## src/rtl/dili_pkg.sv

```systemverilog
// Shared constants for the Dilithium NTT datapath: modulus, Montgomery
// constants, default coefficient width and butterfly pipeline depth.
package dili_pkg;

    localparam int unsigned DATA_WIDTH   = 32;
    localparam logic [31:0] Q            = 32'd8380417;
    localparam logic [31:0] QINV         = 32'd58728449;
    localparam logic [31:0] MONT         = 32'd4193792;
    localparam int unsigned BFLY_LATENCY = 4;

endpackage

```

## src/rtl/dili_mont_reduce.sv

```systemverilog
// Two-cycle Montgomery reduction: r = p * 2^-32 mod Q, result in [0,Q).
// Shared between the forward and inverse butterflies.
module dili_mont_reduce #(
    parameter int unsigned DATA_WIDTH = dili_pkg::DATA_WIDTH,
    parameter logic [31:0] Q          = dili_pkg::Q,
    parameter logic [31:0] QINV       = dili_pkg::QINV
) (
    input  logic                  i_clk,
    input  logic                  i_rst,
    input  logic                  i_en,
    input  logic [63:0]           i_p,
    output logic [DATA_WIDTH-1:0] o_r
);
    import dili_pkg::*;

    logic [31:0]           r_t;
    logic [63:0]           r_p;
    logic [DATA_WIDTH-1:0] r_r;
    logic [63:0]           w_tq;
    logic [31:0]           w_hi;
    logic [31:0]           w_fix;

    always_ff @(posedge i_clk) begin
        if (i_en) begin
            r_t <= i_p[31:0] * QINV;
            r_p <= i_p;
        end
    end

    // t*Q matches p in the low 32 bits, so the shifted difference is exact
    // and lies in (-Q, Q); one conditional +Q brings it into range.
    always_comb begin
        w_tq  = 64'(r_t) * 64'(Q);
        w_hi  = 32'((r_p - w_tq) >> 32);
        w_fix = w_hi[31] ? w_hi + Q : w_hi;
    end

    always_ff @(posedge i_clk) begin
        if (i_rst) begin
            r_r <= '0;
        end else if (i_en) begin
            r_r <= DATA_WIDTH'(w_fix);
        end
    end

    assign o_r = r_r;

endmodule

```

## src/rtl/dili_gs_butterfly.sv

```systemverilog
// Inverse-NTT Gentleman-Sande butterfly, 4-stage pipeline with a single
// global stall: a_o = a+b mod Q, b_o = (a-b)*zeta*2^-32 mod Q.
module dili_gs_butterfly #(
    parameter int unsigned DATA_WIDTH = dili_pkg::DATA_WIDTH,
    parameter logic [31:0] Q          = dili_pkg::Q,
    parameter logic [31:0] QINV       = dili_pkg::QINV
) (
    input  logic                  clk_i,
    input  logic                  rst_i,
    input  logic                  valid_i,
    output logic                  ready_o,
    input  logic [DATA_WIDTH-1:0] a_i,
    input  logic [DATA_WIDTH-1:0] b_i,
    input  logic [DATA_WIDTH-1:0] zeta_i,
    output logic                  valid_o,
    input  logic                  ready_i,
    output logic [DATA_WIDTH-1:0] a_o,
    output logic [DATA_WIDTH-1:0] b_o
);
    import dili_pkg::*;

    localparam logic [DATA_WIDTH:0] LQ = (DATA_WIDTH+1)'(Q);

    logic                  w_en;
    logic [DATA_WIDTH:0]   w_sum;
    logic [DATA_WIDTH-1:0] w_sum_mod;
    logic [DATA_WIDTH-1:0] w_dif_mod;

    logic                  r_s1_v, r_s2_v, r_s3_v, r_valid_o;
    logic [DATA_WIDTH-1:0] r_s1_a, r_s1_d, r_s1_z;
    logic [DATA_WIDTH-1:0] r_s2_a, r_s3_a, r_a_o;
    logic [63:0]           r_s2_p;

    // Whole pipeline advances together whenever the output slot can move.
    assign w_en    = !r_valid_o || ready_i;
    assign ready_o = w_en;
    assign valid_o = r_valid_o;
    assign a_o     = r_a_o;

    always_comb begin
        w_sum     = {1'b0, a_i} + {1'b0, b_i};
        w_sum_mod = (w_sum >= LQ) ? DATA_WIDTH'(w_sum - LQ) : DATA_WIDTH'(w_sum);
        w_dif_mod = (a_i < b_i) ? DATA_WIDTH'({1'b0, a_i} + LQ - {1'b0, b_i})
                                : a_i - b_i;
    end

    always_ff @(posedge clk_i) begin
        if (rst_i) begin
            r_s1_v    <= 1'b0;
            r_s2_v    <= 1'b0;
            r_s3_v    <= 1'b0;
            r_valid_o <= 1'b0;
            r_a_o     <= '0;
        end else if (w_en) begin
            r_s1_v    <= valid_i;
            r_s2_v    <= r_s1_v;
            r_s3_v    <= r_s2_v;
            r_valid_o <= r_s3_v;
            r_a_o     <= r_s3_a;
        end
    end

    always_ff @(posedge clk_i) begin
        if (w_en) begin
            r_s1_a <= w_sum_mod;
            r_s1_d <= w_dif_mod;
            r_s1_z <= zeta_i;
            r_s2_a <= r_s1_a;
            r_s2_p <= 64'(r_s1_d) * 64'(r_s1_z);
            r_s3_a <= r_s2_a;
        end
    end

    dili_mont_reduce #(
        .DATA_WIDTH(DATA_WIDTH),
        .Q         (Q),
        .QINV      (QINV)
    ) u_mont (
        .i_clk(clk_i),
        .i_rst(rst_i),
        .i_en (w_en),
        .i_p  (r_s2_p),
        .o_r  (b_o)
    );

endmodule
```

## config.mk

```make
export PLATFORM = sky130hd
export DESIGN_NAME = dili_gs_butterfly
export DESIGN_NICKNAME = d
export VERILOG_FILES = /design/src/rtl/dili_pkg.sv /design/src/rtl/dili_mont_reduce.sv /design/src/rtl/dili_gs_butterfly.sv
export SDC_FILE = /design/constraint.sdc
export NUM_CORES = 2
export LEC_CHECK = 0
export CAP_MARGIN = 25
export CORE_MARGIN = 10
export CORE_UTILIZATION = 55
export CTS_BUF_LIST = sky130_fd_sc_hd__clkbuf_2 sky130_fd_sc_hd__clkbuf_4 sky130_fd_sc_hd__clkbuf_8
export CTS_CLUSTER_SIZE = 30
export DETAILED_ROUTE_END_ITERATION = 8
export MAX_ROUTING_LAYER = met4
export PLACE_DENSITY = 0.68
export SLEW_MARGIN = 10
export SYNTH_ARGS = -nofsm -noshare
export SYNTH_HDL_FRONTEND = slang
export SYNTH_SLANG_ARGS = --single-unit
```

## constraint.sdc

```tcl
create_clock -name clk_i -period 35.7 [get_ports clk_i]
set_input_delay 8.925 -clock clk_i [delete_from_list [all_inputs] [get_ports clk_i]]
set_output_delay 8.925 -clock clk_i [all_outputs]
set_load 0.05 [all_outputs]
```

Word level (Yosys, flattened, before mapping). Cells that the tools add are included.

Register bits: 388. Bits of input ports: 100. Output and inout port bits: 66. Word-level logic and storage cells: 31.

$add $sub $neg: 7. Multiply operators: 3. Order comparisons: 2. Muxes and demuxes: 3. Reductions and logical operators: 2.

Operators with widths (count): 2-to-1 mux 32 bit (3); adder 32 x 23 -> 32 bit (second input constant) (2); multiplier 32 x 32 -> 64 bit (1); subtractor 32 bit (2); subtractor 64 x 55 -> 64 bit (1); multiplier 32 x 23 -> 55 bit (second input constant) (1); adder 32 x 32 -> 33 bit (1); >= comparator 33 x 23 -> 1 bit (second input constant) (1); less-than comparator 32 bit (1); multiplier 32 x 26 -> 32 bit (second input constant) (1); subtractor 32 x 23 -> 32 bit (second input constant) (1); logical NOT 1 bit (1); logical OR 1 bit (1).

Depth between registers and ports, before layout.
Depth in word-level cells: 4. Gate-level depth with buffers: 31. Mapped depth without buffers: 30.

Cells and area by module. Synthesis repeated with hierarchy kept, for this count alone.

Cell total of the unflattened synthesis: 6849. Area total of the unflattened synthesis: 65983.3 sq um.

By module, submodules not included: dili_gs_butterfly (times used 1, cells an instance 5015, area an instance 47870.9 sq um, sequential area each 7447.1 sq um); dili_mont_reduce (times used 1, cells an instance 1834, area an instance 18112.4 sq um, sequential area each 3133.0 sq um).

Worst setup path after synthesis. Ideal clock, no wire load.

Kind: input -> output. From: input port ready_i. To: output port ready_o. Arrival: 18382 ps. Data required time: 26775 ps. Setup slack: 8393 ps. Cell stages on the path: 5. Buffers on the path: 3. Path through: nor2b_1 > clkbuf_1 > inv_1 > clkbuf_1 > clkbuf_1.

Longest elaborated chain between the ends: 1.

Ends and longest elaborated chain: from (decl) (line dili_gs_butterfly.sv:16) `input logic ready_i,`; logical OR 1 bit (line dili_gs_butterfly.sv:35) `assign w_en = !r_valid_o || ready_i;`; to (decl) (line dili_gs_butterfly.sv:11) `output logic ready_o,`.

No other way between the ends.

Worst setup path in the final report. Ends and elaborated chain as after synthesis.

==> reports/results.tsv <==
metric	value	unit
crit start category	primary input	
fin worst setup slack	15.32	ns
Post-synth EDFFs	307	
largest net degree at the start of global routing	106	
Final Critical Period	20.38	ns
part of the cycle the worst path needs	0.571	
crit path kind	primary input to primary output	
top-count cell post-synth	inv_1	
post-synth net total	8844	
Port Buffers	165	
Worst path slowest cell	clkdlybuf4s50_1	
Slew Viols, Final	0	
first-pass GRT wire length	270000	um
num ports	166	
Final Skew	0.0739	ns
Clock Tree Root	clkbuf_8	
Post-Synthesis Cells	6892	
initial antenna violation count	2	
share of cells above drive strength 1	0.0348	
Fin. Hold Viols	0	
max cap viols	0	
CTS resizes	0	
Crit path max-delay family	buffers and inverters	
Vias/cell	5.44	
Core Rows	126	
final WL	169000	um
Detailed Routing Iterations Pass 1	6	
RD Place Congestion	0.933	
die area	0.132	mm^2
Yosys top cell by area	fa_1	
top flop regs	r_s2_p x64, u_mont.r_p x64	
cts hold-fix bufs	0	
post-synthesis average cell area	9.43	um^2
most frequent cells after synthesis	1644 x inv_1, 1193 x fa_1, 986 x nand2_1, 659 x ha_1, 307 x edfxtp_1	
worst-case clock buffer depth	3	
setup TNS	0	ns
via count	46349	
via count of the first global-routing pass	48642	
clk_lat worst skew	0.77	ns
most used cell, CP	clkdlybuf4s50_1	
asr flop ratio synth	0	
unrepaired setup endpoints after global routing	no	
CP Depth	5	
Distinct cells, synth	96	
synth warn	0	
Mapped Area	0.0650	mm^2
die width	364	um
postcts setup bufs	0	
crit-path max FO	105	
gr usage total	0.268	
slowest cell delay on critical path	1.07	ns
DP HPWL	130000	um
cts bufs inserted	70	
die height	364	um
# setup viols final	0	
Initial Util	0.552	
status	finished, final reports clean	
crit-path cells	clkdlybuf4s50_1 -> nor2b_4 -> buf_4 -> inv_8 -> clkdlybuf4s50_1	
remaining antenna violation count	0	
Worst Hold Path Cells	0	
count of clock tree sinks	375	
CP endpoint kind	primary output	
P&R area growth vs syn	7.00	%
CTS tree	yes	
Yosys top cell area share	0.367	
worst slew pin tran	1.13	ns
nets	8878	
register area share after synthesis	0.163	
pre-CTS setup slack	15.29	ns
WP buf/inv	4	
Area contributors post-synth	fa_1 37%, edfxtp_1 14%, ha_1 13%, inv_1 9.5%, nand2_1 5.7%	
CTS H-tree lvls	3	
register bit count reported by yosys	375	
clk slew on worst S/H paths	0.06	ns
DR iter-0 viols	3326	
Reg2Reg Depth	29	
Worst EP arrival	11.45	ns
Slew HR	0.225	
data required time of the worst path	26.77	ns
f_max	0.0491	GHz
ys flop type	edfxtp_1	
core area	0.118	mm^2
drt drc	0	
post-DR wirelength/cell	19.8	um
total gr overflow	0	
Hold Crit Class	register to register	
==> per-stage QoR <==
stage	instances	util	hold slack (ns)	area (um^2)
2_1_floorplan	6892	-	0.400	65000
3_3_place_gp	8390	0.578	0.401	68100
3_5_place_dp	8390	0.578	0.405	68100
4_1_cts	8514	0.591	0.377	69600
5_1_grt	8517	0.591	0.390	69600
6_report	8517	0.591	0.388	69600
==> worst reg2reg max path, delay by kind of cell (launching register included) <==
kind / cells / cell delay (ns)
fa+ha+maj: 9 / 4.40
compound gates: 11 / 3.30
buf+inv: 6 / 0.72
simple gates: 2 / 0.49
flops: 1 / 0.36
xor+xnor: 1 / 0.31
==> cell families (layout without fill, tap and decap cells) <==
kind of cell / after synthesis / in the layout / share of synthesized area
AOI/OAI and AO/OA: 698 / 698 / 0.0703
buffers and inverters: 1928 / 2014 / 0.112
muxes: 16 / 16 / 0.00258
DFF: 375 / 375 / 0.163
and+or+nand+nor: 1775 / 1775 / 0.125
xor gates and xnor gates: 248 / 248 / 0.0334
adders and majority gates: 1852 / 1852 / 0.494
other: 0 / 3 / 0
==> placed cells by master, fill, tap and decap left out, drive strengths merged, types with 7 or more instances in the layout <==
master and n:
inv 1654, fa 1193, nand2 986, ha 659, edfxtp 307, and2 281
a21oi 241, nor2 204, clkdlybuf4s50 164, xnor2 163, o21ai 113, a21o 90
xor2 85, clkbuf 82, buf 74, dfxtp 68, nand3 57, nor3 46
a211oi 42, o21bai 35, nand4 34, clkinv 31, nand2b 26, a31oi 26
nor2b 24, o21a 22, or3 20, and3 20, o211ai 20, nor4 17
nand3b 15, or2 14, o31ai 12, a21boi 11, o2111ai 11, mux2i 10
or4 8, a31o 7
==> path summary, 6_finish.rpt <==
path              startpoint             end  slack, ns
setup reg to reg  r_s1_d[14]      r_s2_p[62]      25.96
hold / removal    r_s2_p[52]  u_mont.r_p[52]       0.39
hold reg to reg   r_s2_p[52]  u_mont.r_p[52]       0.39
setup / recovery     ready_i         ready_o      15.32
==> final cells by class <==
class,count,area (um^2)
diodes,3,7.51
clock buffers,82,1060
clock inverters,42,414
fillers,10197,48200
inverters,1652,6210
multi-input cells,4589,47200
flip-flops and latches,375,10600
well taps,1536,1920
repair buffers,238,2190
==> routing by layer <==
metal,up-vias,track usage,wire length (um)
met1,23263,0.360,72200
met3,315,0.0482,13700
met5,-,-,0
met2,1682,0.420,78000
met4,0,0.0737,5000
li1,21089,-,-
Power is not shown: default switching activity piles up to over one toggle a cycle in this logic, so the estimate is an artifact.
